$ cat src/rtl/sb_cfg_pkg.sv
`default_nettype none
// ============================================================================
// Module : sb_cfg_pkg
// Brief  : Shared types and constants for the switchbox configuration loader.
// Rev    : 1.0
// ============================================================================
package sb_cfg_pkg;

    typedef enum logic [1:0] {
        IDLE   = 2'd0,
        SHIFT  = 2'd1,
        FINISH = 2'd2
    } cfg_state_t;

    localparam logic OP_WRITE    = 1'b0;
    localparam logic OP_VERIFY   = 1'b1;

    localparam int   SB_CFG_BITS = 256;

endpackage : sb_cfg_pkg
`default_nettype wire

$ cat src/rtl/sb_cfg_piso.sv
`default_nettype none
// ============================================================================
// Module : sb_cfg_piso
// Brief  : Word buffer with MSB-first bit index; supports load, shift, flush.
// Rev    : 1.0
// ============================================================================
module sb_cfg_piso #(
    parameter int WORD_W = 32
) (
    input  logic              clk,
    input  logic              nrst,
    input  logic              i_load,
    input  logic [WORD_W-1:0] i_data,
    input  logic              i_shift,
    input  logic              i_flush,
    output logic              o_bit,
    output logic              o_empty,
    output logic              o_last_bit
);

    localparam int IDX_W = (WORD_W > 1) ? $clog2(WORD_W) : 1;

    logic [WORD_W-1:0] r_buf;
    logic [IDX_W-1:0]  r_idx;
    logic              r_valid;

    // Load has priority over shift so a new word can follow the last bit with no bubble.
    always_ff @(posedge clk or negedge nrst) begin
        if (!nrst) begin
            r_buf   <= '0;
            r_idx   <= '0;
            r_valid <= 1'b0;
        end else if (i_flush) begin
            r_idx   <= '0;
            r_valid <= 1'b0;
        end else if (i_load) begin
            r_buf   <= i_data;
            r_idx   <= IDX_W'(WORD_W - 1);
            r_valid <= 1'b1;
        end else if (i_shift && r_valid) begin
            if (r_idx == '0) begin
                r_valid <= 1'b0;
            end else begin
                r_idx <= r_idx - IDX_W'(1);
            end
        end
    end

    assign o_bit      = r_buf[r_idx];
    assign o_empty    = !r_valid;
    assign o_last_bit = r_valid && (r_idx == '0);

endmodule : sb_cfg_piso
`default_nettype wire

$ cat src/rtl/sb_config_loader.sv
`default_nettype none
// ============================================================================
// Module : sb_config_loader
// Brief  : Serializes host words into the switchbox config chain; verify mode rotates and compares.
// Rev    : 1.0
// ============================================================================
module sb_config_loader
    import sb_cfg_pkg::*;
#(
    parameter int CHAIN_BITS = SB_CFG_BITS,
    parameter int WORD_W     = 32,
    parameter int CNT_W      = $clog2(CHAIN_BITS + 1)
) (
    input  logic              clk,
    input  logic              nrst,
    input  logic              start,
    input  logic              op_verify,
    input  logic              abort,
    input  logic [WORD_W-1:0] word_data,
    input  logic              word_valid,
    output logic              word_ready,
    output logic              cfg_out,
    output logic              cfg_en,
    input  logic              cfg_in,
    output logic              busy,
    output logic              done,
    output logic              error,
    output logic [CNT_W-1:0]  err_count
);

    localparam int NWORDS = CHAIN_BITS / WORD_W;
    localparam int WCNT_W = $clog2(NWORDS + 1);

    generate
        if ((CHAIN_BITS % WORD_W) != 0) begin : g_bad_chain_len
            $fatal(1, "sb_config_loader: CHAIN_BITS must be a multiple of WORD_W");
        end
    endgenerate

    cfg_state_t        r_state;
    cfg_state_t        w_next_state;
    logic              r_op;
    logic [CNT_W-1:0]  r_bit_cnt;
    logic [WCNT_W-1:0] r_words_left;
    logic              r_error;
    logic [CNT_W-1:0]  r_err_count;

    logic w_start_acc;
    logic w_accept;
    logic w_bit;
    logic w_empty;
    logic w_last_bit;
    logic w_shift_en;
    logic w_last_chain;
    logic w_mismatch;

    assign w_start_acc  = (r_state == IDLE) && start && !abort;
    assign w_shift_en   = (r_state == SHIFT) && !w_empty;
    assign word_ready   = (r_state == SHIFT) && (w_empty || w_last_bit) && (r_words_left != '0);
    assign w_accept     = word_valid && word_ready;
    assign w_last_chain = w_shift_en && (r_bit_cnt == CNT_W'(CHAIN_BITS - 1));
    assign w_mismatch   = w_shift_en && (r_op == OP_VERIFY) && (cfg_in != w_bit);

    sb_cfg_piso #(
        .WORD_W (WORD_W)
    ) u_piso (
        .clk        (clk),
        .nrst       (nrst),
        .i_load     (w_accept),
        .i_data     (word_data),
        .i_shift    (w_shift_en),
        .i_flush    (abort),
        .o_bit      (w_bit),
        .o_empty    (w_empty),
        .o_last_bit (w_last_bit)
    );

    always_ff @(posedge clk or negedge nrst) begin
        if (!nrst) begin
            r_state <= IDLE;
        end else begin
            r_state <= w_next_state;
        end
    end

    always_comb begin
        w_next_state = r_state;
        case (r_state)
            IDLE:    if (w_start_acc)  w_next_state = SHIFT;
            SHIFT:   if (w_last_chain) w_next_state = FINISH;
            FINISH:  w_next_state = IDLE;
            default: w_next_state = IDLE;
        endcase
        if (abort) begin
            w_next_state = IDLE;
        end
    end

    // Error state survives abort so the host can inspect a partial verify.
    always_ff @(posedge clk or negedge nrst) begin
        if (!nrst) begin
            r_op         <= OP_WRITE;
            r_bit_cnt    <= '0;
            r_words_left <= '0;
            r_error      <= 1'b0;
            r_err_count  <= '0;
        end else if (w_start_acc) begin
            r_op         <= op_verify;
            r_bit_cnt    <= '0;
            r_words_left <= WCNT_W'(NWORDS);
            r_error      <= 1'b0;
            r_err_count  <= '0;
        end else begin
            if (w_shift_en) begin
                r_bit_cnt <= r_bit_cnt + CNT_W'(1);
            end
            if (w_accept) begin
                r_words_left <= r_words_left - WCNT_W'(1);
            end
            if (w_mismatch) begin
                r_error <= 1'b1;
                if (r_err_count != {CNT_W{1'b1}}) begin
                    r_err_count <= r_err_count + CNT_W'(1);
                end
            end
        end
    end

    // Verify feeds the tail straight back to the head so the chain rotates intact.
    assign cfg_out   = ((r_state == SHIFT) && (r_op == OP_VERIFY)) ? cfg_in : (w_shift_en & w_bit);
    assign cfg_en    = w_shift_en;
    assign busy      = (r_state != IDLE);
    assign done      = (r_state == FINISH) && !abort;
    assign error     = r_error;
    assign err_count = r_err_count;

endmodule : sb_config_loader
`default_nettype wire
$ cat config.mk
export PLATFORM = sky130hd
export DESIGN_NAME = sb_config_loader
export DESIGN_NICKNAME = d
export VERILOG_FILES = /design/src/rtl/sb_cfg_pkg.sv /design/src/rtl/sb_cfg_piso.sv /design/src/rtl/sb_config_loader.sv
export SDC_FILE = /design/constraint.sdc
export NUM_CORES = 1
export LEC_CHECK = 0
export ABC_AREA = 1
export BUFFER_PORTS_ARGS = -buffer_cell sky130_fd_sc_hd__buf_4
export CAP_MARGIN = 15
export CORE_MARGIN = 8
export CORE_UTILIZATION = 50
export DETAILED_ROUTE_END_ITERATION = 8
export HOLD_SLACK_MARGIN = 0.02
export PLACE_DENSITY = 0.72
export SYNTH_ARGS = -nofsm -noshare
export SYNTH_HDL_FRONTEND = slang
export SYNTH_SLANG_ARGS = --single-unit
$ cat constraint.sdc
create_clock -name clk -period 2.5 [get_ports clk]
set_clock_uncertainty 0.15 [all_clocks]
set_input_delay 0.5 -clock clk [delete_from_list [all_inputs] [get_ports clk]]
set_output_delay 0.5 -clock clk [all_outputs]
set_load 0.05 [all_outputs]
==> flow_summary_export.csv, run 1 <==
group,metric,value,unit
status,outcome,"complete, but fails checks",
status,failed_checks,"negative setup slack",
synthesis,synth.area.mux_share,0,%
die,rows,30,
min_path,min_path_type,"in -> async",
clock_tree,root_buffer,"clkbuf_8",
cells_and_area,fin_util,62.6,%
pwr,worst_ir_drop_on_vdd,0.473,mV
timing,report.final.setup_viol,1,
synthesis,ys_seq_elements,64,
synthesis,synth_adder_area_share,2.47,%
synthesis,synth.most_common_cell,"nand2_1",
synthesis,postSynthCellCount,431,
drt,drt_iter0_markers,146,
clock_tree,clk_pin_slew_worst_paths,0.07,ns
timing,timing_hold_violations_final,0,
global_route,first_pass_grt_wire_length,14000,um
drt,vias_per_inst,4.93,
timing,post-route-min-period,2.53,ns
drt,num_vias,2931,
synthesis,synth_simple_gate_area_share,35.6,%
timing,final.setup.worst_slack,-0.0268,ns
flow_run,timing.max_cap.violations,0,
synthesis,synth.net_count,477,
die,die_height,100,um
synthesis,synth_sequential_area_ratio,45.1,%
synthesis,synth_warnings,0,
critical_path,regToRegSetupSlack,0.24,ns
clock_tree,cts_buffer_depth,2,
synthesis,synth_area,3550,sq um
critical_path,timing.critical_path.slowest_cell_delay,0.50,ns
clock_tree,clk_latency,0.34,ns
synthesis,synth_xor_area_share,1.97,%
cells_and_area,finalNetCount,540,
die,die_w,100,um
synthesis,synthArstFlopShare,100,%
placement,place_worst_setup_slack,0.109,ns
timing,grt_setup_unrepaired,"yes",
synthesis,post_synth.cell_area_avg,8.24,sq um
clock_tree,cts.hold.buffers_added,0,
synthesis,netlist.top_cell.by_area,"dfrtp_1",
drt,drt_pass1_iterations,5,
pwr,post-layout-total-power,4.57,mW
global_route,grt_usage,17.0,%
critical_path,timing_worst_setup_path_type,"reg -> out",
global_route,grt_antenna_before_repair,0,
timing,setup-tns-final,-0.0268,ns
timing,finalCritPeriodShare,101,%
placement,place_hpwl,5550,um
global_route,first_global_vias,3097,
timing,hold_ws,0.0989,ns
global_route,grt_max_degree,65,
clock_tree,tritoncts_clock_tree,"built",
synthesis,synth_top_family_by_area,"simple AND/OR/NAND/NOR gates",
critical_path,element_type_at_the_critical_path_start,"register",
cells_and_area,area.growth.synth_to_final,20.4,%
drt,drt.antenna.violating_nets,0,
drt,wl_per_cell,13.3,um
synthesis,synth_top_cells_by_count,"168 x nand2_1, 64 x dfrtp_1, 34 x inv_1, 19 x nand3_1, 17 x nand3_2",
die,ios,54,
critical_path,critical_path.max_fanout,6,
clock_tree,ctsHtreeMaxLevel,3,
clock_tree,cts_inserted_buffers,9,
placement,gpl.final_weighted_congestion,0.850,
clock_tree,tritoncts_num_sinks,64,
cells_and_area,multiInputGateArea,1680,sq um
pwr,power.density_cell_area,1070,nW/um^2
drt,drc,0,
pwr,p_leak,2.21,nW
critical_path,crit_path_end_kind,"output pin",
synthesis,synth_compound_area_share,6.49,%
synthesis,synth_flop_cell,"dfrtp_1",
synthesis,synth_edf_count,0,
drt,routed_wl,7890,um
critical_path,crit_path_top_delay_cell,"dfrtp_2",
timing,worst_slew_pin_slew,0.813,ns
timing,final_max_slew_viol_count,0,
die,design.core.area,6830,sq um
critical_path,cp_data_arrival_time,1.88,ns
cells_and_area,fillCellCount,633,
cells_and_area,layout_cell_share_with_drive_strength_beyond_1,27.9,%
critical_path,worstPathRequired,1.85,ns
synthesis,count_of_cell_types_in_the_netlist,38,
cells_and_area,antenna_cells_inserted,0,
synthesis,synth_top_area_share,45.1,%
critical_path,crit_path_cell_trace,"buf_4, o21ai_1, nand3_1, nand2_2, nand3_4, nand2_4, nand3_2, o31ai_2, buf_6",
timing,maxSlewHeadroom,45.8,%
global_route,grt_overflow,0,
die,fp.dieArea,10100,sq um
cells_and_area,sequential_cell_area,1610,sq um
placement,io_buffers,53,
timing,fmax,0.396,GHz
synthesis,ys_top_cells_by_area,"dfrtp_1 45%, nand2_1 18%, nand3_2 4.8%",
die,initial_utilization,52.0,%
## stage by stage
step,instances,instance area [sq um]
final,595,4280
after global routing,595,4280
after CTS,594,4270
after detailed placement,572,3980
after global placement,572,3980
after floorplan,431,3550
## power by group
group          total (mW)  internal (mW)  switching [mW]
clock network       0.903          0.513           0.390
registers            1.66           1.39           0.275
logic                2.00          0.739            1.26
total                4.57           2.64            1.93
## cells by family (layout without fill, tap and decap cells)
family	after synthesis	in the layout
XOR/XNOR	8	8
AND/OR/NAND/NOR	257	257
flip-flops	64	64
buffers and inverters	55	123
AO/OA/AOI/OAI	40	40
adder cells (fa/ha/maj)	7	7
## worst max-delay path: cells and delay by family (launching register included)
| family | cells | cell delay, ns |
|---|---|---|
| and+or+nand+nor | 5 | 0.42 |
| AOI/OAI and AO/OA | 2 | 0.22 |
| buffers and inverters | 2 | 0.39 |
| DFF | 1 | 0.50 |
## cell type report
class / count / share of cell area (%)
Clock buffer: 13 / 3.72
Clock inverter: 3 / 0.936
Inverter: 41 / 3.78
Multi-Input combinational cell: 312 / 39.3
Sequential cell: 64 / 37.5
Tap cell: 96 / 2.81
Timing Repair Buffer: 65 / 11.8
Timing Repair inverter: 1 / 0.146
## path summary, 6_finish.rpt
check / from / end / cells past startpoint
min: nrst / u_piso.r_buf[14]$_DFFE_PN0P_ / 1
min in group clk: word_data[14] / u_piso.r_buf[14]$_DFFE_PN0P_ / 3
min reg2reg: r_bit_cnt[6]$_DFFE_PN0P_ / r_bit_cnt[6]$_DFFE_PN0P_ / 1
max: u_piso.r_idx[0]$_DFFE_PN0P_ / cfg_out / 9
max reg2reg: u_piso.r_idx[0]$_DFFE_PN0P_ / u_piso.r_buf[29]$_DFFE_PN0P_ / 11
max in group asynchronous: nrst / u_piso.r_idx[2]$_DFFE_PN0P_ / 1
## metal layers
layer | vias to the layer above | global-route usage (%) | part of all wire (%)
li1 | 1496 | - | -
met1 | 1363 | 21.7 | 46
met5 | - | 0 | 0
met4 | 0 | 6.98 | 1.8
met2 | 59 | 27.6 | 49
met3 | 13 | 3.11 | 3.7
## flip-flops by register name (all words and copies together) (netlist names)
| name | flops |
|---|---|
| err_count | 9 |
| r_words_left | 4 |
| r_state | 2 |
| error | 1 |
| r_bit_cnt | 9 |
| u_piso.r_valid | 1 |
| r_op | 1 |
| u_piso.r_buf | 32 |
| u_piso.r_idx | 5 |
## cell usage in the layout, fill, tap and decap left out, drive strengths merged
| cell | Yosys | final |
|---|---|---|
| xnor2 | 1 | 1 |
| clkinv | 1 | 3 |
| nor3 | 3 | 3 |
| nor4 | 2 | 2 |
| nand4 | 8 | 8 |
| o22ai | 2 | 2 |
| clkbuf | 1 | 13 |
| nand3 | 39 | 39 |
| o211ai | 2 | 2 |
| bufinv | 0 | 1 |
| nand3b | 1 | 1 |
| xor2 | 7 | 7 |
| o311ai | 1 | 1 |
| or2 | 1 | 1 |
| a31oi | 1 | 1 |
| dfrtp | 64 | 64 |
| ha | 7 | 7 |
| inv | 40 | 41 |
| o31ai | 1 | 1 |
| a21oi | 15 | 15 |
| nor2 | 23 | 23 |
| o21ai | 18 | 18 |
| nand2 | 180 | 180 |
| buf | 13 | 65 |
## timing repair
item,CTS,global route
gates cloned,2,0
resized for setup,16,0
setup endpoints to repair,2,2
setup buffers,4,1
pin swaps,4,1
hold endpoints to repair,0,0
No activity file was read; power rests on OpenSTA's default activity.
==> inputs of run 2 (changes only) <==
Settings changed: ABC_AREA 1 to 0.
Clock period 2.5 ns to 2.9 ns, I/O delays scaled along.
==> run 2 against run 1 <==
  * Via count down 22%
  * Clock power down 9.2%
  * Non-clock buffer count down 5
  * Register-to-register slack better by 0.18 ns
  * Die area down 7.9%
  * Critical path type unchanged
  * The flow now finishes without violations
  * Combinational power down 67%
  * Sequential share of layout area up 3.4 points
==> flow_summary_export.csv, run 2 <==
group,metric,value,unit
critical_path,cp_num_buf_inv,2,
pwr,p_leak,1.77,nW
synthesis,synth_edf_count,0,
synthesis,synth_simple_gate_area_share,14.6,%
placement,place_hpwl,4610,um
synthesis,netlist.top_cell.by_area,"dfrtp_1",
synthesis,synth_sequential_area_ratio,49.8,%
critical_path,timing_worst_setup_path_type,"reg -> out",
critical_path,ff2ff_path_depth,8,
synthesis,synth_flop_cell,"dfrtp_1",
cells_and_area,registers.top_by_ff_count,"u_piso.r_buf",
cells_and_area,antenna_cells_inserted,0,
clock_tree,clk_pin_slew_worst_paths,0.07,ns
synthesis,synth_compound_area_share,7.58,%
synthesis,synth.net_count,332,
die,initial_utilization,51.2,%
clock_tree,clk_latency,0.34,ns
critical_path,critical_path_depth,8,
timing,final.setup.worst_slack,0.139,ns
drt,drc,0,
critical_path,element_type_at_the_critical_path_start,"register",
synthesis,synth_top_family_by_area,"multiplexers",
timing,setup-tns-final,0,ns
clock_tree,cts.hold.buffers_added,0,
synthesis,synth.most_common_cell,"dfrtp_1",
critical_path,worstPathRequired,2.17,ns
critical_path,critPathTopFamily,"simple AND/OR/NAND/NOR gates",
pwr,post-layout-total-power,2.76,mW
die,fp.dieArea,9260,sq um
clock_tree,tritoncts_clock_tree,"built",
global_route,grt_overflow,0,
die,ios,54,
timing,maxSlewHeadroom,46.5,%
clock_tree,cts_inserted_buffers,9,
placement,io_buffers,53,
timing,fmax,0.362,GHz
die,rows,29,
cells_and_area,final_common_cell,"dfrtp_1",
synthesis,synth_top_cells_by_count,"64 x dfrtp_1, 32 x mux2_2, 21 x nand2_1, 20 x nor2_1, 18 x mux2i_1",
drt,num_vias,2272,
critical_path,critical_path.max_fanout,11,
cells_and_area,layout_cell_share_with_drive_strength_beyond_1,35.8,%
global_route,first_pass_grt_wire_length,10800,um
drt,drt_iter0_markers,194,
timing,worst_slew_pin_slew,0.802,ns
pwr,worst_ir_drop_on_vdd,0.399,mV
synthesis,synth_top_area_share,49.8,%
clock_tree,tritoncts_num_sinks,64,
drt,drt_pass1_iterations,4,
critical_path,crit_path_end_kind,"output pin",
pwr,power.density_cell_area,704,nW/um^2
global_route,grt_max_degree,65,
critical_path,crit_path_top_delay_cell,"dfrtp_1",
cells_and_area,most-common-layout-cells,"63 x dfrtp_1, 58 x buf_4, 32 x mux2_2",
critical_path,cp_data_arrival_time,2.03,ns
drt,wl_per_cell,15.1,um
flow_run,timing.max_cap.violations,0,
critical_path,crit_path_cell_trace,"buf_4, mux2i_1, a22oi_1, nand3_1, nand4_4, nand3b_1, a21oi_2, buf_6",
synthesis,ys_top_cells_by_area,"dfrtp_1 50%, mux2_2 11%, mux2i_1 5.6%",
synthesis,synth_warnings,0,
global_route,grt_usage,15.1,%
synthesis,synth.area.mux_share,17.7,%
clock_tree,cts_buffer_depth,2,
pwr,share_seq_of_total_power,46.0,%
die,die_height,96.2,um
pwr,p_comb_share,24.2,%
synthesis,count_of_cell_types_in_the_netlist,47,
status,outcome,"finished, final reports clean",
pwr,power.clock.fraction,29.7,%
synthesis,synth_adder_area_share,2.72,%
synthesis,synth_xor_area_share,3.27,%
clock_tree,root_buffer,"clkbuf_8",
timing,post-route-min-period,2.76,ns
drt,routed_wl,6450,um
synthesis,synthArstFlopShare,100,%
die,design.core.area,6280,sq um
global_route,first_global_vias,2324,
placement,place_worst_setup_slack,0.380,ns
synthesis,synth_area,3220,sq um
die,die_w,96.2,um
cells_and_area,max_reg_flops,32,
timing,timing_hold_violations_final,0,
drt,vias_per_inst,5.33,
pwr,p_int,1.98,mW
synthesis,post_synth.cell_area_avg,11.2,sq um
timing,finalCritPeriodShare,95.2,%
timing,report.final.setup_viol,0,
drt,drt.antenna.violating_nets,0,
pwr,power.switching,779,uW
synthesis,ys_seq_elements,64,
placement,gpl.final_weighted_congestion,0.773,
cells_and_area,finalNetCount,392,
global_route,grt_antenna_before_repair,0,
pwr,netSwitchingFraction,28.2,%
timing,final_max_slew_viol_count,0,
cells_and_area,area.growth.synth_to_final,21.8,%
timing,grt_setup_unrepaired,"no",
critical_path,timing.critical_path.slowest_cell_delay,0.38,ns
synthesis,postSynthCellCount,286,
min_path,min_path_type,"in -> async",
clock_tree,ctsHtreeMaxLevel,3,
## run 2: cell types whose count changed after synthesis, moves of 4 or more
cell	before	now
inv_2	5	0
mux2_2	0	32
nor2_1	16	20
nand3_1	19	14
xnor2_1	1	6
mux2i_1	0	18
nand3_2	17	1
a22oi_1	0	4
nand2_1	168	21
nand2_2	9	1
inv_1	34	12
nand4_1	8	2
clkbuf_1	0	5
## run 2: worst paths after layout
check,startpoint,endpoint,slack (ns)
worst max-delay path,u_piso.r_idx[2]$_DFFE_PN0P_,cfg_out,0.14
worst min-delay path,nrst,u_piso.r_buf[8]$_DFFE_PN0P_,0.18
worst max register to register,u_piso.r_idx[1]$_DFFE_PN0P_,u_piso.r_buf[31]$_DFFE_PN0P_,0.42
worst min register to register,error$_DFFE_PN0P_,error$_DFFE_PN0P_,0.36
max in group asynchronous,nrst,u_piso.r_idx[3]$_DFFE_PN0P_,1.85
min in group clk,op_verify,r_op$_DFFE_PN0N_,0.29
## run 2: cells by family after synthesis
logic type	after synthesis
buffers and inverters	23
XOR/XNOR	12
adder cells (fa/ha/maj)	7
multiplexers	52
AND/OR/NAND/NOR	88
AO/OA/AOI/OAI	40
flip-flops	64
## run 2: what timing repair did
item	CTS	global route
resized for setup	1	4
gates cloned	0	0
pin swaps	0	4
endpoints found under the setup margin	1	1
setup buffers	0	1
## run 2: power by group through the flow
stage / sequential [mW] / combinational (mW) / clock [mW]
finish: 1.27 / 0.669 / 0.820
global route: 1.30 / 0.746 / 0.877
CTS: 1.27 / 0.651 / 0.835
detailed placement: 1.28 / 0.642 / 0
global placement: 1.27 / 0.626 / 0
floorplan: 1.25 / 0.486 / 0
## run 2: stage by stage
stage | area (sq um) | hold slack (ns) | std cells | utilization, %
6_report | 3920 | 0.180 | 426 | 62.4
5_1_grt | 3920 | 0.249 | 426 | 62.4
4_1_cts | 3890 | 0.206 | 425 | 62.0
3_5_place_dp | 3680 | 0.339 | 411 | 58.6
3_3_place_gp | 3680 | 0.338 | 411 | 58.6
2_1_floorplan | 3220 | 0.134 | 286 | -
## run 2: final cells by class
cell class,instances,area [sq um]
flip-flops and latches,64,1600
well taps,77,96.3
clock inverters,4,70.1
clock buffers,10,138
multi-input cells,199,1500
inverters,12,45.0
fillers,519,2360
repair buffers,60,467
## run 2: routing by layer
layer	GRT usage, %	vias up	part of all wire [%]
met1	20.3	1099	48
met2	22.0	41	47
li1	-	1122	-
met3	3.04	10	4.0
met4	8.96	0	1.7
met5	0	-	0
==> inputs of run 3 (changes only) <==
Settings changed: REMOVE_ABC_BUFFERS set to 1.
==> run 3 against run 2 <==
  * Combinational power down 0.9%
  * Critical path depth decreased by 1
  * Die area did not move
  * Non-clock buffer count rose by 1
  * Largest cell class unchanged
==> flow_summary_export.csv, run 3 (synthesis gave the netlist of run 2 again) <==
group,metric,value,unit
critical_path,critPathLaunch,"u_piso.r_idx[3]$_DFFE_PN0P_",
critical_path,critical_path.max_fanout,6,
drt,routed_wl,6420,um
drt,drt.antenna.violating_nets,0,
cells_and_area,fillCellCount,526,
critical_path,worstPathRequired,2.17,ns
timing,finalCritPeriodShare,95.3,%
clock_tree,root_buffer,"clkbuf_8",
status,outcome,"finished, final reports clean",
timing,worst_slew_pin_slew,0.784,ns
critical_path,crit_end,"cfg_out",
timing,fmax,0.362,GHz
die,fp.dieArea,9260,sq um
critical_path,element_type_at_the_critical_path_start,"register",
global_route,grt_antenna_before_repair,0,
die,die_w,96.2,um
timing,post-route-min-period,2.76,ns
clock_tree,ctsHtreeMaxLevel,3,
die,design.core.area,6280,sq um
cells_and_area,fin_util,61.7,%
clock_tree,clk_pin_slew_worst_paths,0.06,ns
cells_and_area,final-instance-count-excl-fill,427,
cells_and_area,layout_cell_share_with_drive_strength_beyond_1,34.9,%
placement,place_hpwl,4670,um
drt,drt_pass1_iterations,4,
die,rows,29,
timing,maxSlewHeadroom,47.8,%
pwr,p_leak,1.75,nW
drt,drc,0,
global_route,grt_overflow,0,
critical_path,timing_worst_setup_path_type,"reg -> out",
die,initial_utilization,51.2,%
cells_and_area,final_common_cell,"dfrtp_1",
drt,wl_per_cell,15.0,um
critical_path,crit_path_end_kind,"output pin",
critical_path,cp_data_arrival_time,2.03,ns
timing,timing_hold_violations_final,0,
drt,drt_iter0_markers,94,
clock_tree,tritoncts_num_sinks,64,
clock_tree,cts_buffer_depth,2,
cells_and_area,area.growth.synth_to_final,20.3,%
clock_tree,clk_latency,0.33,ns
flow_run,timing.max_cap.violations,0,
clock_tree,cts_inserted_buffers,9,
global_route,grt_max_degree,65,
critical_path,regToRegSetupSlack,0.45,ns
drt,num_vias,2261,
cells_and_area,sequential_cell_area,1600,sq um
placement,gpl.final_weighted_congestion,0.802,
critical_path,ff2ff_path_depth,8,
cells_and_area,max_reg_flops,32,
cells_and_area,registers.top_by_ff_count,"u_piso.r_buf",
pwr,power.density_cell_area,660,nW/um^2
critical_path,worstReg2RegEnd,"u_piso.r_buf[22]$_DFFE_PN0P_",
global_route,grt_usage,15.3,%
cells_and_area,multiInputGateArea,1500,sq um
cells_and_area,most-common-layout-cells,"64 x dfrtp_1, 59 x buf_4, 32 x mux2_2",
placement,dp_cells,412,
timing,report.final.setup_viol,0,
critical_path,worstReg2RegStart,"u_piso.r_idx[1]$_DFFE_PN0P_",
cells_and_area,finalNetCount,393,
die,die_height,96.2,um
pwr,worst_ir_drop_on_vdd,0.418,mV
cells_and_area,antenna_cells_inserted,0,
placement,io_buffers,53,
global_route,first_global_vias,2315,
timing,final_max_slew_viol_count,0,
min_path,min_path_type,"in -> async",
global_route,first_pass_grt_wire_length,10800,um
drt,vias_per_inst,5.30,
die,ios,54,
clock_tree,tritoncts_clock_tree,"built",
-- run 3: changes by cell type in the layout (fill, tap and decap cells not counted), sizes merged --
cell / previous run / this run
clkbuf: 10 / 13
buf: 60 / 61
bufinv: 2 / 0
clkinv: 2 / 1
-- run 3: routing by layer --
| layer | track usage, % | routed length [um] | share of wire [%] |
|---|---|---|---|
| met3 | 3.82 | 270 | 4.2 |
| met2 | 22.0 | 2980 | 46 |
| met4 | 9.09 | 154 | 2.4 |
| met1 | 20.3 | 3020 | 47 |
| met5 | 0 | 0 | 0 |
-- run 3: cell type report --
type	instances	share of cell area (%)
flip-flops and latches	64	41.4
well taps	77	2.49
multi-input cells	199	38.8
clock inverters	1	0.129
repair buffers	61	12.2
inverters	12	1.16
clock buffers	13	3.85
-- run 3: worst max-delay path, stage by stage (launching register included) --
cell and delay [ns]:
dfrtp_1 0.45, and2_1 0.25, a211oi_2 0.30, nand3_2 0.13, nand4_4 0.12, nand3b_1 0.08
a21oi_1 0.16, buf_4 0.22
-- run 3: worst min path at each step --
stage               cells past startpoint  slack, ns               from                     endpoint
global route                            1       0.24               nrst  u_piso.r_buf[3]$_DFFE_PN0P_
global placement                        2       0.34  error$_DFFE_PN0P_            error$_DFFE_PN0P_
floorplan                               0       0.13               nrst     err_count[0]$_DFFE_PN0P_
CTS                                     1       0.21               nrst  u_piso.r_buf[5]$_DFFE_PN0P_
detailed placement                      2       0.34  error$_DFFE_PN0P_            error$_DFFE_PN0P_
finish                                  1       0.18               nrst  u_piso.r_buf[3]$_DFFE_PN0P_
-- run 3: repair_timing --
item | in CTS | in global routing
resized for setup | 0 | 4
buffers inserted | 0 | 1
setup endpoints to repair | 0 | 1
hold buffers | 0 | 0
-- run 3: stage by stage --
step / setup TNS, ns / hold slack, ns / setup WS, ns / power (mW) / area, sq um
CTS: 0 / 0.207 / 0.0254 / 2.56 / 3840
global placement: 0 / 0.338 / 0.408 / 1.90 / 3690
detailed placement: 0 / 0.343 / 0.396 / 1.93 / 3690
floorplan: -17.97 / 0.134 / -0.531 / 1.72 / 3120
finish: 0 / 0.176 / 0.136 / 2.55 / 3870
global route: -0.0276 / 0.243 / -0.0276 / 2.72 / 3870
-- run 3: where the power goes --
group	switching [mW]	internal, mW
logic	0.306	0.358
clock network	0.300	0.323
registers	0.142	1.13
total	0.748	1.81
